**config.mk**
```make
export PLATFORM = sky130hd
export DESIGN_NAME = batalha_rodadas_flat
export DESIGN_NICKNAME = d
export VERILOG_FILES = /design/src/rtl/batalha_rodadas_if.sv /design/src/rtl/batalha_rodadas.sv /design/src/flat_wrapper.sv
export SDC_FILE = /design/constraint.sdc
export NUM_CORES = 1
export LEC_CHECK = 0
export BUFFER_PORTS_ARGS = -buffer_cell sky130_fd_sc_hd__buf_2
export CAP_MARGIN = 20
export CORE_AREA = 2 2 54 56
export DETAILED_ROUTE_END_ITERATION = 12
export DIE_AREA = 0 0 56 58
export PLACE_DENSITY = 0.81
export SLEW_MARGIN = 10
export SYNTH_ARGS = -nofsm -noshare
export SYNTH_HDL_FRONTEND = slang
export SYNTH_SLANG_ARGS = --single-unit
```
**constraint.sdc**
```tcl
create_clock -name clk -period 2.75 [get_ports clk]
set_input_delay 0.825 -clock clk [delete_from_list [all_inputs] [get_ports clk]]
set_output_delay 0.825 -clock clk [all_outputs]
set_load 0.03 [all_outputs]
```
**src/rtl/batalha_rodadas_if.sv**
```systemverilog
// Port bundle for batalha_rodadas: game control, the two player handshakes,
// round results, scores and the FSM state for debug visibility.
interface batalha_rodadas_if #(
  parameter int W      = 3,
  parameter int ROUNDS = 5
);
  localparam int CW = $clog2(ROUNDS + 1);

  logic          start;
  logic [W-1:0]  ja;
  logic          ja_valid;
  logic          ja_ready;
  logic [W-1:0]  jb;
  logic          jb_valid;
  logic          jb_ready;
  logic          err_a;
  logic          err_b;
  logic          res_valid;
  logic          res_hit;
  logic [CW-1:0] score_a;
  logic [CW-1:0] score_b;
  logic [CW-1:0] round;
  logic          done;
  logic [1:0]    winner;
  logic [2:0]    state_dbg;

  modport master (
    output start, ja, ja_valid, jb, jb_valid,
    input  ja_ready, jb_ready, err_a, err_b, res_valid, res_hit,
           score_a, score_b, round, done, winner, state_dbg
  );

  modport slave (
    input  start, ja, ja_valid, jb, jb_valid,
    output ja_ready, jb_ready, err_a, err_b, res_valid, res_hit,
           score_a, score_b, round, done, winner, state_dbg
  );
endinterface

```
**src/rtl/batalha_rodadas.sv**
```systemverilog
// Multi-round code battle: A commits a code, B guesses its complement; the
// block judges each round, keeps scores, ends early on a decisive lead.
module batalha_rodadas #(
  parameter int W         = 3,
  parameter int ROUNDS    = 5,
  parameter int EARLY_END = 1
) (
  input  logic               clk,
  input  logic               rst,
  batalha_rodadas_if.slave   bus
);
  localparam int CW = $clog2(ROUNDS + 1);
  localparam logic [CW-1:0] ROUNDS_C = CW'(ROUNDS);
  localparam logic [CW-1:0] HALF_C   = CW'(ROUNDS / 2);
  localparam logic [W-1:0]  ONES     = '1;

  typedef enum logic [2:0] {
    IDLE   = 3'd0,
    WAIT_A = 3'd1,
    WAIT_B = 3'd2,
    JUDGE  = 3'd3,
    DONE   = 3'd4
  } state_t;

  state_t        state_q, state_d;
  logic [W-1:0]  a_q, b_q;
  logic [CW-1:0] sa_q, sb_q, rd_q;
  logic [CW-1:0] sa_n, sb_n, rd_n;
  logic          err_a_q, err_b_q, res_valid_q, res_hit_q, done_q;
  logic [1:0]    winner_q;

  logic ja_ill, jb_ill, hit_j, fin;
  logic acc_a, acc_b, rej_a, rej_b, clr_game;

  assign ja_ill = (bus.ja == '0) || (bus.ja == ONES);
  assign jb_ill = (bus.jb == '0) || (bus.jb == ONES);

  // Outcome of the round being judged, and the counters it produces.
  assign hit_j = (b_q == ~a_q);
  assign sa_n  = hit_j ? sa_q : sa_q + CW'(1);
  assign sb_n  = hit_j ? sb_q + CW'(1) : sb_q;
  assign rd_n  = rd_q + CW'(1);
  assign fin   = (rd_n == ROUNDS_C) ||
                 ((EARLY_END != 0) && ((sa_n > HALF_C) || (sb_n > HALF_C)));

  always_ff @(posedge clk) begin
    if (rst) state_q <= IDLE;
    else     state_q <= state_d;
  end

  // Handshake: a word moves on any cycle with valid && ready; ready is a pure
  // state decode, valid may stay high, and an illegal word is consumed but
  // rejected (the state holds and an error pulse follows).
  always_comb begin
    state_d  = state_q;
    acc_a    = 1'b0;
    acc_b    = 1'b0;
    rej_a    = 1'b0;
    rej_b    = 1'b0;
    clr_game = 1'b0;
    case (state_q)
      IDLE: begin
        if (bus.start) begin
          clr_game = 1'b1;
          state_d  = WAIT_A;
        end
      end
      WAIT_A: begin
        if (bus.ja_valid) begin
          if (ja_ill) rej_a = 1'b1;
          else begin
            acc_a   = 1'b1;
            state_d = WAIT_B;
          end
        end
      end
      WAIT_B: begin
        if (bus.jb_valid) begin
          if (jb_ill) rej_b = 1'b1;
          else begin
            acc_b   = 1'b1;
            state_d = JUDGE;
          end
        end
      end
      JUDGE: state_d = fin ? DONE : WAIT_A;
      DONE: begin
        if (bus.start) begin
          clr_game = 1'b1;
          state_d  = WAIT_A;
        end
      end
      default: state_d = IDLE;
    endcase
  end

  always_ff @(posedge clk) begin
    if (rst) begin
      a_q         <= '0;
      b_q         <= '0;
      sa_q        <= '0;
      sb_q        <= '0;
      rd_q        <= '0;
      err_a_q     <= 1'b0;
      err_b_q     <= 1'b0;
      res_valid_q <= 1'b0;
      res_hit_q   <= 1'b0;
      done_q      <= 1'b0;
      winner_q    <= 2'b00;
    end else begin
      err_a_q     <= rej_a;
      err_b_q     <= rej_b;
      res_valid_q <= acc_b;
      // Evaluated on the incoming guess so the strobe lands in the JUDGE cycle.
      res_hit_q   <= acc_b && (bus.jb == ~a_q);
      if (acc_a) a_q <= bus.ja;
      if (acc_b) b_q <= bus.jb;
      if (clr_game) begin
        sa_q     <= '0;
        sb_q     <= '0;
        rd_q     <= '0;
        done_q   <= 1'b0;
        winner_q <= 2'b00;
      end else if (state_q == JUDGE) begin
        sa_q <= sa_n;
        sb_q <= sb_n;
        rd_q <= rd_n;
        if (fin) begin
          done_q   <= 1'b1;
          winner_q <= (sa_n > sb_n) ? 2'b01 : (sb_n > sa_n) ? 2'b10 : 2'b11;
        end
      end
    end
  end

  assign bus.ja_ready  = (state_q == WAIT_A);
  assign bus.jb_ready  = (state_q == WAIT_B);
  assign bus.err_a     = err_a_q;
  assign bus.err_b     = err_b_q;
  assign bus.res_valid = res_valid_q;
  assign bus.res_hit   = res_hit_q;
  assign bus.score_a   = sa_q;
  assign bus.score_b   = sb_q;
  assign bus.round     = rd_q;
  assign bus.done      = done_q;
  assign bus.winner    = winner_q;
  assign bus.state_dbg = state_q;
endmodule

```
**src/flat_wrapper.sv**
```systemverilog
// flat-port wrapper written by rule: the top's interface ports become plain ports
module batalha_rodadas_flat 
#(
  parameter int W         = 3,
  parameter int ROUNDS    = 5,
  parameter int EARLY_END = 1
)
  (clk, rst, bus_start, bus_ja, bus_ja_valid, bus_jb, bus_jb_valid, bus_ja_ready, bus_jb_ready, bus_err_a, bus_err_b, bus_res_valid, bus_res_hit, bus_score_a, bus_score_b, bus_round, bus_done, bus_winner, bus_state_dbg);
  batalha_rodadas_if #(.W(W), .ROUNDS(ROUNDS)) bus_i ();
  input  logic clk;
  input  logic rst;
  input wire logic [$bits(bus_i.start)-1:0] bus_start;
  input wire logic [$bits(bus_i.ja)-1:0] bus_ja;
  input wire logic [$bits(bus_i.ja_valid)-1:0] bus_ja_valid;
  input wire logic [$bits(bus_i.jb)-1:0] bus_jb;
  input wire logic [$bits(bus_i.jb_valid)-1:0] bus_jb_valid;
  output wire logic [$bits(bus_i.ja_ready)-1:0] bus_ja_ready;
  output wire logic [$bits(bus_i.jb_ready)-1:0] bus_jb_ready;
  output wire logic [$bits(bus_i.err_a)-1:0] bus_err_a;
  output wire logic [$bits(bus_i.err_b)-1:0] bus_err_b;
  output wire logic [$bits(bus_i.res_valid)-1:0] bus_res_valid;
  output wire logic [$bits(bus_i.res_hit)-1:0] bus_res_hit;
  output wire logic [$bits(bus_i.score_a)-1:0] bus_score_a;
  output wire logic [$bits(bus_i.score_b)-1:0] bus_score_b;
  output wire logic [$bits(bus_i.round)-1:0] bus_round;
  output wire logic [$bits(bus_i.done)-1:0] bus_done;
  output wire logic [$bits(bus_i.winner)-1:0] bus_winner;
  output wire logic [$bits(bus_i.state_dbg)-1:0] bus_state_dbg;
  assign bus_i.start = bus_start;
  assign bus_i.ja = bus_ja;
  assign bus_i.ja_valid = bus_ja_valid;
  assign bus_i.jb = bus_jb;
  assign bus_i.jb_valid = bus_jb_valid;
  assign bus_ja_ready = bus_i.ja_ready;
  assign bus_jb_ready = bus_i.jb_ready;
  assign bus_err_a = bus_i.err_a;
  assign bus_err_b = bus_i.err_b;
  assign bus_res_valid = bus_i.res_valid;
  assign bus_res_hit = bus_i.res_hit;
  assign bus_score_a = bus_i.score_a;
  assign bus_score_b = bus_i.score_b;
  assign bus_round = bus_i.round;
  assign bus_done = bus_i.done;
  assign bus_winner = bus_i.winner;
  assign bus_state_dbg = bus_i.state_dbg;
  batalha_rodadas #(.W(W), .ROUNDS(ROUNDS), .EARLY_END(EARLY_END)) u_core (.clk(clk), .rst(rst), .bus(bus_i));
endmodule
```
* Yosys cells after proc, flatten, opt, wreduce, memory -nomap -nowiden
Cells that the tools add are included.
Word-level totals: flip-flop bits (word level) 25, input bits 11, output and inout bits 21, logic and storage cells 73
Cells by class: $add $sub $neg 3, order comparisons 4, eq/ne operators 14, multiplexer cells 21, bitwise gates (word level) 5, reduce and logical (&&, ||, !) cells 14
Operators by type and width (number):
- two-way mux 3 bit | 8
- equality test 3 bit (second input constant) | 4
- case mux 3 bit (4 select lines) | 1
- two-way mux 1 bit | 11
- adder 3 x 1 -> 3 bit (second input constant) | 3
- logical NOT 3 bit | 3
- inequality test 2 bit (second input constant) | 4
- equality test 3 x 2 -> 1 bit (second input constant) | 2
- equality test 3 bit | 2
- greater-than comparator 3 x 2 -> 1 bit (second input constant) | 2
- greater-than comparator 3 bit | 2
- OR reduction 3 bit | 2
- AND reduction 5 bit | 1
- logical OR 1 bit | 4
- NOT 1 bit | 4
- OR reduction 2 bit | 2
- equality test 3 x 1 -> 1 bit (second input constant) | 1
- NOT 3 bit | 1
- two-way mux 2 bit | 1
- inequality test 2 x 1 -> 1 bit (second input constant) | 1
- AND reduction 2 bit | 1
- logical AND 1 bit | 1

* Longest topological paths before layout
word-level depth 8, gate-level depth with buffers 7, depth with buffers taken out 7

* Worst setup path after synthesis
Ideal clock, no wire load.
kind flip-flop to output port, start point register u_core.state_q[0], in the netlist u_core.bus.state_dbg[0], end point output bus_ja_ready, data arrival time 1.481 ns, required time 1.925 ns, path slack 0.444 ns, stages on the path, launching flop included 2, buffers on the path 0, cell sequence dfxtp_1 > nor3b_1
On the way: longest elaborated chain between the ends 1
RTL lines:
- start, declared | RTL line batalha_rodadas.sv:25 | state_t state_q, state_d;
- start signal, assigned | RTL line batalha_rodadas.sv:48 | else state_q <= state_d;
- equality test 3 x 1 -> 1 bit | RTL line batalha_rodadas.sv:136 | assign bus.ja_ready = (state_q == WAIT_A);
- end, declared | RTL line flat_wrapper.sv:17 | output wire logic [$bits(bus_i.ja_ready)-1:0] bus_ja_ready;
No other way between the ends.

* Worst setup path after layout
start point register u_core.state_q[1], in the netlist u_core.bus.state_dbg[1], end point output bus_jb_ready
On the way: longest elaborated chain between the ends 1
RTL lines:
- equality test 3 x 2 -> 1 bit | RTL line batalha_rodadas.sv:137 | assign bus.jb_ready = (state_q == WAIT_B);
- end, declared | RTL line flat_wrapper.sv:18 | output wire logic [$bits(bus_i.jb_ready)-1:0] bus_jb_ready;
No other way between the ends.

==> metrics.csv <==
metric,value,unit
ir_drop,0.389,mV
ant_nets,0,
hpwlAfterDp,2440,um
die_w,56,um
firstDrtPassIters,6,
worst_slew_pin_slew,0.397,ns
cts-resized-gates,0,
cts.clk_slew.worst_paths,0.14,ns
final_nets,225,
ys_top_cells_by_area,"dfxtp_1 (34%), nand2_1 (6.2%), xor2_1 (6.0%)",
slowest_delay,0.44,ns
wl_per_cell,13.1,um
clock_sinks,25,
power,792,uW
ys_seq_area_share,34.2,%
hold_path.class,flip-flop to flip-flop,
critPathSlowestCell,dfxtp_1,
drive_gt1_share,21.5,%
post-route-util,62.5,%
drtIter0Drc,58,
fin_skew,0.00651,ns
cp_max_fo,7,
period_share,83.0,%
yosys.area.top_type_share,34.2,%
syn_area,1460,um^2
crit_arrival,1.46,ns
cp.required,1.93,ns
drc,0,
hold_violations,0,
ctsHoldBuffers,0,
ctsLongestPathBuffers,2,
yosysWarnings,0,
holdWs,0.470,ns
crit_type,flip-flop to output pin,
fp.dieH,58,um
rows,19,
grt_pass1_wl,5290,um
setup_ws,0.468,ns
grt_max_degree,15,
slew_viol_final,0,
finalSetupTns,0,ns
cts.htree.levels,1,
viasPerCell,5.60,
critPathBufInv,1,
wl,3150,um
period_needed,2.28,ns
initial_utilization,54.9,%
synth_area_per_cell,8.21,um^2
path_cells,nor2b_1 -> and2_1 -> buf_2,
first_global_vias,1213,
grt_usage,20.2,%
rsz0062_at_grt,no,
final_area,1670,um^2
antenna_found_initial,0,
syn_inst,178,
clk-insertion-delay-late,0.32,ns
port_buffers,31,
yosysTopAreaCell,dfxtp_1,
dp_cells,236,
crit_path_end_kind,output pin,
fin_cells,240,
synth_seq_cells,25,
powerDensity,475,nW/um^2
cts_buffers,3,
cellLeakagePower,0.740,nW
max-cap-violations,0,
outcome,completed,
dieArea,3250,um^2
vias,1343,
max_freq,438,MHz
crit_family,simple AND/OR/NAND/NOR gates,
synth.distinct_cells,43,
root_buffer,clkbuf_4,
critPathLaunchType,flip-flop,
routabilityCongestion,0.834,
synth_nets,193,
slew_headroom,73.3,%
pre_cts_ws,0.684,ns
grt.overflow.total,0,
setup_violations,0,
area_growth,14.0,%
core,2660,um^2
cts_setup_buffers,0,
cts_tree,yes,
pin_count,32,
place_area,1640,um^2
diodes,0,
==> layout make-up <==
class / count / area, um^2
repair buffers: 31 / 155
clock buffers: 3 / 22.5
inverters: 8 / 30.0
clock inverters: 1 / 5.00
flip-flops and latches: 25 / 500
multi-input cells: 141 / 913
fillers: 262 / 997
well taps: 31 / 38.8
==> tightest hold or removal path, stage by stage (launching register included) <==
cell and delay (ns):
dfxtp_1 0.34, inv_1 0.05, a21oi_1 0.05
==> registers in the layout, indices dropped and copies added (netlist names) <==
signal and flops:
u_core.a_q 3, u_core.b_q 3, u_core.bus.done 1, u_core.bus.err_a 1
u_core.bus.err_b 1, u_core.bus.res_hit 1, u_core.bus.res_valid 1, u_core.bus.round 3
u_core.bus.score_a 3, u_core.bus.score_b 3, u_core.bus.state_dbg 3, u_core.bus.winner 2
==> where the power goes <==
| part | switching (mW) | internal, mW | leakage [nW] |
|---|---|---|---|
| clock network | 0.109 | 0.0544 | 0.0177 |
| logic | 0.139 | 0.0789 | 0.521 |
| registers | 0.0280 | 0.382 | 0.202 |
==> synthesized netlist by cell type (all sizes together) <==
library cell and count:
dfxtp 25, nand2 24, nor2 18, a21oi 13
o21ai 12, xor2 11, xnor2 9, inv 8
and3 5, nor2b 5, ha 4, nor3 4
a31oi 3, and2 3, nand3 3, or2 3
a2111oi 2, a211oi 2, buf 2, clkbuf 2
maj3 2, nand3b 2, o21a 2, a21boi 1
a31o 1, a32o 1, a41o 1, and4 1
mux2 1, mux2i 1, nand2b 1, nand4 1
nor3b 1, o211a 1, o22ai 1, or2b 1
or3 1
==> placed cells by master (no fill, tap or decap), types with 2 or more instances in the layout <==
cell type and n:
nor3_1 4, buf_2 31, ha_1 4, nor2_1 18
xnor2_1 9, nand2_1 24, and2_1 3, o21a_1 2
o21ai_0 12, or2_2 2, and3_1 4, xor2_1 10
maj3_1 2, clkbuf_4 3, nor2b_1 5, nand3_1 2
a211oi_1 2, a21oi_1 13, inv_1 8, a31oi_1 3
dfxtp_1 25
==> cell families after synthesis <==
family                     after synthesis  synth area share [%]
AOI/OAI and AO/OA                       40                  18.0
DFF                                     25                  34.2
muxes                                    2                  1.71
and+or+nand+nor                         73                  25.5
buffers and inverters                   12                  3.25
adders and majority gates                6                  4.79
xor gates and xnor gates                20                  12.5
==> layer usage <==
layer	routed length [um]	track usage, %
met3	168	3.35
met2	1560	36.8
met1	1390	24.3
met4	29	6.46
met5	0	0
==> worst paths after layout <==
check	cells past startpoint	startpoint	slack, ns	end
worst min-delay path	2	u_core.bus.done	0.47	u_core.bus.done
worst max-delay path	3	u_core.bus.state_dbg[1]	0.47	bus_jb_ready
worst max register to register	7	u_core.bus.score_b[0]	0.63	u_core.bus.winner[1]
worst min register to register	2	u_core.bus.done	0.47	u_core.bus.done
Note: power is estimated with default switching activity, not from simulation.
